## src/rtl/pixel_write_buffer.sv

```systemverilog
// pixel_write_buffer
//   Consumer end of the rasterizer address stream. Accepted pixels
//   ({address, colour}) are queued in a small FIFO and drained into the
//   frame-buffer SRAM over a we/ack handshake. When the queue nears full,
//   'stop' asks the generator to hold. write_done pulses once the primitive
//   is finished and every queued pixel has been written.
//
// Ports
//   clk, rst              clock (rising edge), async active-high reset
//   addr_in, addr_valid   pixel address from generator and its strobe
//   color                 colour sampled together with addr_in
//   prim_done             generator finished the primitive (1-cycle pulse)
//   stop                  backpressure to generator
//   sram_addr/wdata/we    SRAM write request, held until sram_ack
//   sram_ack              SRAM accepted the write this cycle
//   write_done            1-cycle pulse: primitive fully written
//   pix_count             pixels written since the last write_done
//   overflow              sticky: valid push arrived while FIFO full
//
// state | meaning
// IDLE  | no SRAM write outstanding
// WRITE | sram_we high, waiting for sram_ack
module pixel_write_buffer #(
  parameter int ADDR_W      = 19,
  parameter int DATA_W      = 8,
  parameter int DEPTH       = 8,
  parameter int STOP_MARGIN = 2,
  parameter int MAX_ADDR    = 307199
) (
  input  logic              clk,
  input  logic              rst,
  input  logic [ADDR_W-1:0] addr_in,
  input  logic              addr_valid,
  input  logic [DATA_W-1:0] color,
  input  logic              prim_done,
  output logic              stop,
  output logic [ADDR_W-1:0] sram_addr,
  output logic [DATA_W-1:0] sram_wdata,
  output logic              sram_we,
  input  logic              sram_ack,
  output logic              write_done,
  output logic [ADDR_W-1:0] pix_count,
  output logic              overflow
);

  localparam int PTR_W = $clog2(DEPTH);
  localparam int CNT_W = PTR_W + 1;
  localparam int ENT_W = ADDR_W + DATA_W;

  typedef enum logic [0:0] {IDLE, WRITE} state_t;

  state_t            state, state_nxt;
  logic [ENT_W-1:0]  mem [DEPTH];
  logic [PTR_W-1:0]  wr_ptr, rd_ptr;
  logic [CNT_W-1:0]  count;
  logic              done_pend;
  logic              empty, full, in_range, push, pop, ack_hit, clr_done;

  assign empty    = (count == '0);
  assign full     = (count == CNT_W'(DEPTH));
  assign in_range = (addr_in <= ADDR_W'(MAX_ADDR));
  assign push     = addr_valid && !full && in_range;
  // Margin leaves room for pixels the generator emits before it reacts.
  assign stop     = (count >= CNT_W'(DEPTH - STOP_MARGIN));
  assign clr_done = done_pend && empty && (state == IDLE);

  always_ff @(posedge clk or posedge rst) begin
    if (rst) state <= IDLE;
    else     state <= state_nxt;
  end

  always_comb begin
    state_nxt = state;
    pop       = 1'b0;
    ack_hit   = 1'b0;
    case (state)
      IDLE: begin
        if (!empty) begin
          pop       = 1'b1;
          state_nxt = WRITE;
        end
      end
      WRITE: begin
        if (sram_ack) begin
          ack_hit = 1'b1;
          // Chain straight into the next entry so writes run back-to-back.
          if (!empty) pop = 1'b1;
          else        state_nxt = IDLE;
        end
      end
      default: state_nxt = IDLE;
    endcase
  end

  // Storage carries no reset; validity is tracked entirely by count.
  always_ff @(posedge clk) begin
    if (push) mem[wr_ptr] <= {addr_in, color};
  end

  always_ff @(posedge clk or posedge rst) begin
    if (rst) begin
      wr_ptr <= '0;
      rd_ptr <= '0;
      count  <= '0;
    end else begin
      if (push) wr_ptr <= wr_ptr + PTR_W'(1);
      if (pop)  rd_ptr <= rd_ptr + PTR_W'(1);
      count <= count + CNT_W'(push) - CNT_W'(pop);
    end
  end

  always_ff @(posedge clk or posedge rst) begin
    if (rst) begin
      sram_addr  <= '0;
      sram_wdata <= '0;
      sram_we    <= 1'b0;
    end else if (pop) begin
      {sram_addr, sram_wdata} <= mem[rd_ptr];
      sram_we                 <= 1'b1;
    end else if (ack_hit) begin
      sram_we <= 1'b0;
    end
  end

  always_ff @(posedge clk or posedge rst) begin
    if (rst) begin
      pix_count  <= '0;
      done_pend  <= 1'b0;
      write_done <= 1'b0;
      overflow   <= 1'b0;
    end else begin
      write_done <= clr_done;
      if (clr_done)     pix_count <= '0;
      else if (ack_hit) pix_count <= pix_count + ADDR_W'(1);
      // A prim_done landing while one is already pending is absorbed.
      if (clr_done)       done_pend <= 1'b0;
      else if (prim_done) done_pend <= 1'b1;
      if (addr_valid && full) overflow <= 1'b1;
    end
  end

endmodule

```

## config.mk

```make
export PLATFORM = sky130hd
export DESIGN_NAME = pixel_write_buffer
export DESIGN_NICKNAME = d
export VERILOG_FILES = /design/src/rtl/pixel_write_buffer.sv
export SDC_FILE = /design/constraint.sdc
export NUM_CORES = 1
export LEC_CHECK = 0
export CAP_MARGIN = 0
export CORE_UTILIZATION = 40
export CTS_CLUSTER_DIAMETER = 60
export DETAILED_ROUTE_END_ITERATION = 8
export GPL_TIMING_DRIVEN = 0
export SLEW_MARGIN = 40
export SYNTH_ARGS = -nofsm -noshare
export SYNTH_HDL_FRONTEND = slang
export SYNTH_SLANG_ARGS = --single-unit
```

## constraint.sdc

```tcl
create_clock -name clk -period 4.3 [get_ports clk]
set_input_delay 1.29 -clock clk [delete_from_list [all_inputs] [get_ports clk]]
set_output_delay 1.29 -clock clk [all_outputs]
set_load 0.02 [all_outputs]
```

After elaboration in Yosys (flattened, before gate mapping)
Memories as Yosys holds them, arrays and structs flattened. A register that Yosys moved wholly into a read port is not among the register bits.
Cells that the tools add are included.

storage, ports and cells
  flip-flop bits (word level) = 34
  bits in writable memories = 216
  input bits = 32
  output and inout bits = 50
  logic and storage cells = 44
  memories kept = 1

memories
  memory  words  width  read ports  clocked after memory_dff  wr ports  line  RTL
  mem     8      27     1           1                         1         53    logic [ENT_W-1:0] mem [DEPTH];

cells by class
  add/sub/neg operators = 5
  magnitude comparators = 2
  equality and inequality tests = 1
  muxes and demuxes = 15
  bitwise logic cells = 1
  reductions and logical operators = 10

operators by type and width
  cell                                                                                  number
  19-bit two-way mux                                                                    2
  19-bit by 1-bit adder with 19-bit output (second input constant)                      1
  19-bit <= comparator (second input constant)                                          1
  1-bit two-way mux                                                                     11
  3-bit by 1-bit adder with 3-bit output (second input constant)                        2
  2-bit nonzero test                                                                    3
  1-bit logical AND                                                                     5
  4-bit by 1-bit adder with 4-bit output                                                1
  4-bit equality test (second input constant)                                           1
  4-bit by 3-bit greater-or-equal comparator with 1-bit output (second input constant)  1
  4-bit logical NOT                                                                     1
  1-bit one-hot mux with 2 select lines                                                 2
  4-bit by 1-bit subtractor with 4-bit output                                           1
  1-bit logical NOT                                                                     1
  1-bit NOT                                                                             1

Logic depth before layout (Yosys ltp)
Gate-level depths: netlist of the first run.

  word-level depth = 6
  mapped depth = 12
  gate-level depth less buffers = 10

Worst setup path before layout of the first run
Ideal clock, no wire load.

  path kind = input-to-reg
  from = input port addr_in[15]
  to = memory mem[1][0] (netlist name), enable pin
  library setup time = 489 ps
  data arrival time = 4,986 ps
  setup slack = -1,175 ps
  stages on the path = 5
  buffers on the path = 1
  cells stage by stage = a211o_1 o21ai_0 nand3_1 clkbuf_1 nor4b_1

on the way
  cells in the longest elaborated chain, start to end = 4

ends and longest elaborated chain
  what                                     line  RTL
  start, declared                          32    input logic [ADDR_W-1:0] addr_in,
  19-bit <= comparator                     61    assign in_range = (addr_in <= ADDR_W'(MAX_ADDR));
  1-bit logical AND                        62    assign push = addr_valid && !full && in_range;
  1-bit two-way mux                        97    if (push) mem[wr_ptr] <= {addr_in, color};
  1-bit two-way mux (implied by the code)  97
  end, declared                            53

Every way passes these cells.

Worst setup path in the final report of the first run
  from = input port addr_in[15]
  to = memory mem[7][24] (netlist name), enable pin

The elaborated chain is that of the path after synthesis.

==> results of run 1 <==
[Yosys cell counts, types with 3 or more instances]
cell | count | share of area, %
edfxtp_1 | 216 | 60
dfrtp_1 | 61 | 14
mux4_2 | 54 | 11
nor2_1 | 40 | 1.4
a21oi_1 | 35 | 1.6
mux2i_1 | 28 | 2.6
nand2_1 | 18 | 0.63
clkbuf_1 | 13 | 0.45
inv_1 | 12 | 0.42
ha_1 | 10 | 1.2
xor2_1 | 10 | 0.82
buf_2 | 9 | 0.42
nand3_1 | 9 | 0.42
o21ai_0 | 7 | 0.33
xnor2_1 | 6 | 0.49
buf_1 | 5 | 0.17
nor3_1 | 5 | 0.23
nand4_1 | 4 | 0.23
and4_1 | 3 | 0.24
nor4_1 | 3 | 0.17
nor4b_1 | 3 | 0.24
o31ai_1 | 3 | 0.21
or3_1 | 3 | 0.17
or4_1 | 3 | 0.21
[routing by layer]
metal	track usage (%)	vias up	part of all wire, %
met5	0	-	0
met1	23.7	2964	44
li1	-	2608	-
met4	3.74	0	1.4
met2	27.8	179	49
met3	3.74	29	5.8
[power by group through the flow]
stage                     sequential, uW  combinational (uW)  clock [uW]
after global routing                3560                2810        2560
after CTS                           3510                2620        2470
after global placement              3570                2460           0
after detailed placement            3570                2610           0
after floorplan                     3720                1450           0
final                               3520                2590        2410
[worst paths after layout]
check | start | endpoint | slack (ns)
worst min register to register | overflow | overflow | 0.49
worst max-delay path | addr_in[15] | mem[7][24] | 0.21
worst max register to register | count[2] | count[3] | 0.90
min in group asynchronous | rst | sram_wdata[0] | 1.07
worst min-delay path | overflow | overflow | 0.49
max in group asynchronous | rst | rd_ptr[1] | 2.72
[what timing repair did]
item,CTS,global route
setup endpoints to repair,54,47
hold buffers,0,0
gates resized for setup,1,5
[layout make-up]
cell class                 count  area, um^2  area share (%)
tap                          335         419            3.14
inverter                      13        53.8           0.403
clock inverter                14         151            1.13
multi-input combinational    259        2650            19.8
clock buffer                  38         788            5.90
sequential                   277        8010            60.0
buffer                        27         115           0.862
timing repair buffer         136        1170            8.74
[kinds of logic (layout without fill, tap and decap cells)]
group,after synthesis,in the layout,share of synthesized area [%]
buf+inv,40,228,1.50
simple gates,99,99,4.60
flops,277,277,74.6
mux,84,84,14.1
xor+xnor,16,16,1.31
fa+ha+maj,11,11,1.35
compound gates,49,49,2.47
[registers in the layout (all words and copies together) (netlist names)]
signal and flops:
state 1, sram_addr 19, pix_count 19, done_pend 1, mem 216, wr_ptr 3
sram_we 1, count 4, write_done 1, sram_wdata 8, rd_ptr 3, overflow 1
[worst max-delay path, stage by stage]
cell and delay (ns):
clkdlybuf4s50_1 0.61, a211o_1 0.40, o21ai_2 0.29, nand3_1 0.16, clkbuf_1 0.39, nor3_2 0.66, buf_6 0.23, buf_4 0.18
buf_6 0.15
[per-stage QoR]
stage	power (uW)	hold WS, ns	cells	setup TNS [ns]
6_report	8510	0.491	1099	0
5_1_grt	8930	0.525	1099	0
4_1_cts	8610	0.501	1099	-0.000270
3_5_place_dp	6170	0.488	1047	-93.23
3_3_place_gp	6030	0.479	992	-987.37
2_1_floorplan	5170	0.456	576	-158.06
==> flow_summary.json, run 1 <==
{
  "power.net_switching_uw": 2580,
  "vias": 5780,
  "antenna_found_initial": 0,
  "synth-edff-count": 216,
  "die_w_um": 166,
  "synthFlopType": "edfxtp_1",
  "clkPwrFrac_pct": 28.3,
  "pwr-share-comb_pct": 30.5,
  "place_ws_ns": -0.802,
  "pwr_density_cell_mw_per_mm2": 638,
  "worst_pin_slew_ns": 0.861,
  "setup_ws_ns": 0.211,
  "gp_congestion": 0.802,
  "violations": "DRC",
  "crit_arrival_ns": 4.36,
  "synth.net_count": 619,
  "drtPass1Iterations": 7,
  "dp_hpwl_mm": 15.9,
  "p_int_uw": 5940,
  "final_common_cell": "edfxtp_1",
  "cts_tree": "done",
  "port_buffers": 81,
  "hp-class": "reg -> reg",
  "finish.utilization_pct": 51.0,
  "placed_area_mm2": 0.0124,
  "syn_area_mm2": 0.0107,
  "synth_cell_types": 37,
  "die_h_um": 166,
  "fin_crit_sh_pct": 95.1,
  "synth_seq_cells": 277,
  "slew_headroom_pct": 42.6,
  "reg2reg_depth": 12,
  "switching_share_pct": 30.3,
  "slew_viol_final": 0,
  "grt_pass1_vias": 6141,
  "worstSetupEndpointType": "register",
  "io_pins": 82,
  "fp.coreArea_mm2": 0.0262,
  "grt_max_degree": 44,
  "maxCapViolations": 0,
  "drc": 9,
  "drtIter0Drc": 514,
  "rsz0062_at_grt": "false",
  "hold_viol": 0,
  "fin_nets": 785,
  "synthArstFlopShare_pct": 22.0,
  "grt_use_total_pct": 17.1,
  "clock-sinks": 277,
  "hold_path_depth": 1,
  "status": "finished with violations",
  "max_freq_mhz": 245,
  "post-route-min-period_ns": 4.09,
  "start_util_pct": 41.0,
  "synthToLayoutAreaGrowth_pct": 24.4,
  "overflow": 0,
  "ys_seq_area_share_pct": 74.6,
  "clock_latency_ns": 0.55,
  "antenna_cells": 0,
  "crit_type": "in -> reg",
  "setup_viol": 0,
  "clk_pin_slew_worst_paths_ns": 0.06,
  "start_kind": "input pin",
  "layout_common_cells": "216 x edfxtp_1, 81 x clkdlybuf4s50_1, 61 x dfrtp_1, 54 x mux4_2, 49 x buf_2",
  "routed_wl_mm": 22.8,
  "postCtsSetupBuffers": 0,
  "final_area_mm2": 0.0134,
  "clock-skew-final_ns": 0.0259,
  "root_buffer": "clkbuf_16",
  "syn_inst": 576,
  "irDropWorstVdd_mv": 0.441,
  "p_seq_share_pct": 41.3,
  "clk_path_buf_depth": 3,
  "synth_warnings": 0,
  "syn_avg_cell_area_um2": 18.6,
  "ant_nets": 0,
  "h-tree-depth": 1,
  "drive_gt1_share_pct": 23.8,
  "crit_required_ns": 4.57,
  "via_per_inst": 5.26,
  "rows": 59,
  "numCtsBuffers": 28,
  "die-area_mm2": 0.0275,
  "fill_cells": 2105,
  "grt_pass1_wl_mm": 35.8,
  "cp_max_fo": 10,
  "wire_per_inst_um": 20.8,
  "cellLeakagePower_uw": 0.00480
}
Note: power is estimated with default switching activity, not from simulation.
==> run 2: changes to the inputs <==
CTS_CLUSTER_DIAMETER = 40   (was 60)
==> flow_summary.json, run 2 (synthesis gave the netlist of run 1 again) <==
{
  "fin_crit_sh_pct": 96.3,
  "antenna_cells": 0,
  "drive_gt1_share_pct": 25.4,
  "clk_pin_slew_worst_paths_ns": 0.05,
  "drtPass1Iterations": 9,
  "cts_hold_buf": 0,
  "irDropWorstVdd_mv": 0.369,
  "h-tree-depth": 2,
  "pwr_density_cell_mw_per_mm2": 676,
  "worst_pin_slew_ns": 0.931,
  "layout_common_cells": "216 x edfxtp_1, 81 x clkdlybuf4s50_1, 61 x dfrtp_1, 54 x mux4_2, 49 x buf_2",
  "top_regs": "mem x216, pix_count x19, sram_addr x19",
  "max_freq_mhz": 241,
  "vias": 5880,
  "maxCapViolations": 0,
  "top_register": "mem",
  "fin_nets": 795,
  "ant_nets": 0,
  "die_w_um": 166,
  "setup_viol": 0,
  "slew_viol_final": 0,
  "grt_max_degree": 44,
  "via_per_inst": 5.27,
  "dp.cells": 1047,
  "die-area_mm2": 0.0275,
  "port_buffers": 81,
  "violations": "DRC",
  "synthToLayoutAreaGrowth_pct": 27.8,
  "power_uw": 9280,
  "wire_per_inst_um": 20.8,
  "crit_type": "in -> reg",
  "cp_max_fo": 10,
  "clock_latency_ns": 0.52,
  "io_pins": 82,
  "numCtsBuffers": 37,
  "routed_wl_mm": 23.2,
  "rows": 59,
  "grt_use_total_pct": 17.4,
  "tns_ns": 0,
  "fin_cells": 1116,
  "antenna_found_initial": 0,
  "cts_tree": "done",
  "grt_pass1_wl_mm": 36.3,
  "hold_viol": 0,
  "clock-skew-final_ns": 0.0235,
  "start_kind": "input pin",
  "finish.utilization_pct": 52.4,
  "dp_hpwl_mm": 15.9,
  "worstSetupEndpointType": "register",
  "clock-sinks": 277,
  "final_common_cell": "edfxtp_1",
  "root_buffer": "clkbuf_16",
  "drc": 9,
  "rrSetupSlack_ns": 0.93,
  "status": "finished with violations",
  "crit_required_ns": 4.51,
  "clk_path_buf_depth": 3,
  "hp-class": "reg -> reg",
  "overflow": 0,
  "post-route-min-period_ns": 4.14,
  "die_h_um": 166,
  "largest_reg_flops": 216,
  "cellLeakagePower_uw": 0.00497,
  "rsz0062_at_grt": "false",
  "slew_headroom_pct": 38.0,
  "start_util_pct": 41.0,
  "gp_congestion": 0.802,
  "crit_arrival_ns": 4.35,
  "fp.coreArea_mm2": 0.0262,
  "grt_pass1_vias": 6232,
  "drtIter0Drc": 540
}
[run 2: where the power goes]
part,leakage [uW],internal (uW),switching [uW],total [uW]
Sequential,0.00267,3300,214,3520
Combinational,0.00167,1220,1380,2600
Clock,0.000625,2010,1160,3170
[run 2: path summary, 6_finish.rpt]
kind / startpoint / endpoint / cells past startpoint
min: overflow / overflow / 1
min in group asynchronous: rst / sram_wdata[3] / 2
max: addr_in[15] / mem[4][5] / 9
max in group asynchronous: rst / rd_ptr[1] / 3
min reg2reg: overflow / overflow / 1
max reg2reg: count[2] / count[2] / 12
[run 2: timing repair]
action                                  in CTS  in global routing
endpoints found under the setup margin      66                 76
cloned                                       0                  0
setup buffers                                0                  1
pin swaps                                    0                  1
gates resized for setup                      4                  3
[run 2: area by class of cell]
class	instances	area (um^2)
Fill cell	2072	12500
Sequential cell	277	8010
Multi-Input combinational cell	259	2650
Timing Repair Buffer	137	1170
Clock buffer	43	970
Tap cell	335	419
Clock inverter	25	328
Buffer	27	115
Inverter	13	53.8
[run 2: metrics by stage]
stage / cell area [um^2] / worst slack [ns] / hold WS (ns)
finish: 13700 / 0.158 / 0.494
global route: 13700 / 0.00301 / 0.524
CTS: 13700 / -0.00194 / 0.499
detailed placement: 12400 / -0.802 / 0.488
global placement: 12000 / -5.53 / 0.479
floorplan: 10700 / -1.18 / 0.456
[run 2: layer usage]
layer	share of wire (%)	vias to the layer above	wire length, um	global-route usage (%)
met3	5.3	40	1220	3.88
met4	1.5	0	349	4.47
met2	48	161	11200	27.8
met5	0	-	0	0
li1	-	2640	-	-
met1	45	3039	10400	24.3
[run 2: worst max-delay path: stages]
cell and delay, ns:
clkdlybuf4s50_1 0.62, a211o_1 0.41, o21ai_2 0.28, nand3_1 0.16, clkbuf_1 0.41, nor4b_4 0.51, buf_2 0.25, buf_2 0.20
buf_2 0.21
==> run 3: changes to the inputs <==
REMOVE_ABC_BUFFERS = 1   (was default)
==> flow_summary.json, run 3 (synthesis gave the netlist of run 1 again) <==
{
  "ant_nets": 0,
  "gp_congestion": 0.761,
  "synthToLayoutAreaGrowth_pct": 26.2,
  "vias": 5718,
  "rsz0062_at_grt": "false",
  "post-route-min-period_ns": 4.10,
  "start_kind": "input pin",
  "holdPathEnd": "overflow",
  "clock-sinks": 277,
  "final_area_mm2": 0.0136,
  "hold_path_depth": 1,
  "numCtsBuffers": 37,
  "slew_viol_final": 0,
  "fp.coreArea_mm2": 0.0262,
  "irDropWorstVdd_mv": 0.336,
  "drive_gt1_share_pct": 25.6,
  "status": "finished with violations",
  "die-area_mm2": 0.0275,
  "worstHoldStart": "overflow",
  "clock-skew-final_ns": 0.0259,
  "hold_viol": 0,
  "crit_type": "in -> reg",
  "maxCapViolations": 0,
  "clk_path_buf_depth": 3,
  "timing.rr.end": "mem[2][15]",
  "cp_max_fo": 11,
  "r2r_start": "count[2]",
  "pwr_density_cell_mw_per_mm2": 651,
  "wire_per_inst_um": 19.8,
  "routed_wl_mm": 21.8,
  "crit_arrival_ns": 4.32,
  "power_uw": 8830,
  "antenna_cells": 0,
  "reg2reg_depth": 11,
  "final_common_cell": "edfxtp_1",
  "clock_latency_ns": 0.52,
  "io_pins": 82,
  "grt_use_total_pct": 16.5,
  "top_register": "mem",
  "largest_reg_flops": 216,
  "fin_nets": 776,
  "dp_hpwl_mm": 14.9,
  "violations": "DRC",
  "grt_max_degree": 46,
  "worst_pin_slew_ns": 0.585,
  "dp.cells": 1029,
  "worstSetupEndpointType": "register",
  "start_util_pct": 41.0,
  "clk_pin_slew_worst_paths_ns": 0.05,
  "setup_viol": 0,
  "crit_required_ns": 4.52,
  "overflow": 0,
  "fin_crit_sh_pct": 95.4,
  "cellLeakagePower_uw": 0.00487,
  "rrSetupSlack_ns": 1.65,
  "top_regs": "mem x216, pix_count x19, sram_addr x19",
  "drc": 8,
  "grt_pass1_vias": 6067,
  "h-tree-depth": 2,
  "slew_headroom_pct": 60.7,
  "max_freq_mhz": 244,
  "antenna_found_initial": 0,
  "hp-class": "reg -> reg",
  "drtIter0Drc": 354,
  "rows": 59,
  "grt_pass1_wl_mm": 34.5,
  "die_w_um": 166,
  "cts_tree": "done",
  "fin_cells": 1096,
  "root_buffer": "clkbuf_16",
  "via_per_inst": 5.22,
  "port_buffers": 81,
  "die_h_um": 166,
  "drtPass1Iterations": 7,
  "placed_area_mm2": 0.0124,
  "layout_common_cells": "216 x edfxtp_1, 81 x clkdlybuf4s50_1, 58 x dfrtp_1, 54 x mux4_2, 41 x buf_2",
  "postCtsSetupBuffers": 0
}
[run 3: final cells by class]
type                    count  area, um^2
multi-input cells         259        2640
repair buffers            145        1280
flip-flops and latches    277        8020
well taps                 335         419
clock inverters            22         174
clock buffers              45         956
inverters                  13        53.8
fillers                  2113       12700
[run 3: per-stage QoR]
stage,hold slack (ns),utilization (%),setup TNS [ns],setup slack [ns]
4_1_cts,0.485,51.7,0,0.138
3_5_place_dp,0.474,47.3,-24.99,-0.634
5_1_grt,0.515,51.7,0,0.0101
6_report,0.476,51.7,0,0.198
3_3_place_gp,0.459,45.2,-1000.98,-5.25
2_1_floorplan,0.456,-,-161.72,-1.18
[run 3: repair_timing]
action	CTS	global route
endpoints found under the setup margin	4	8
pin swaps	0	0
hold buffers	0	0
gates resized for setup	2	1
[run 3: worst max path at each step]
stage	start	endpoint
6_report	addr_in[15]	mem[2][15]
5_1_grt	addr_in[15]	mem[2][0]
4_1_cts	addr_in[15]	mem[2][15]
3_5_place_dp	addr_in[15]	mem[1][10]
3_3_place_gp	addr_in[15]	mem[1][10]
2_1_floorplan	addr_in[15]	mem[1][0]
[run 3: per-layer routing]
metal | global-route usage, % | vias to the layer above | wire length [um]
met2 | 28.0 | 153 | 10900
met5 | 0 | - | 0
met1 | 21.7 | 2938 | 9250
met3 | 2.96 | 36 | 1190
met4 | 5.08 | 0 | 435
li1 | - | 2591 | -
[run 3: critical path, stage by stage]
cell and delay, ns:
clkdlybuf4s50_1 0.56, a211o_1 0.36, o21ai_0 0.43, nand3_4 0.28, nor4_2 0.21, buf_2 0.23, buf_2 0.21, buf_2 0.21
buf_4 0.18, buf_2 0.16, buf_2 0.18
[run 3: report_power, final]
group          internal [uW]  switching (uW)
sequential              3310             355
clock                   1620            1150
combinational           1250            1140
total                   6190            2640
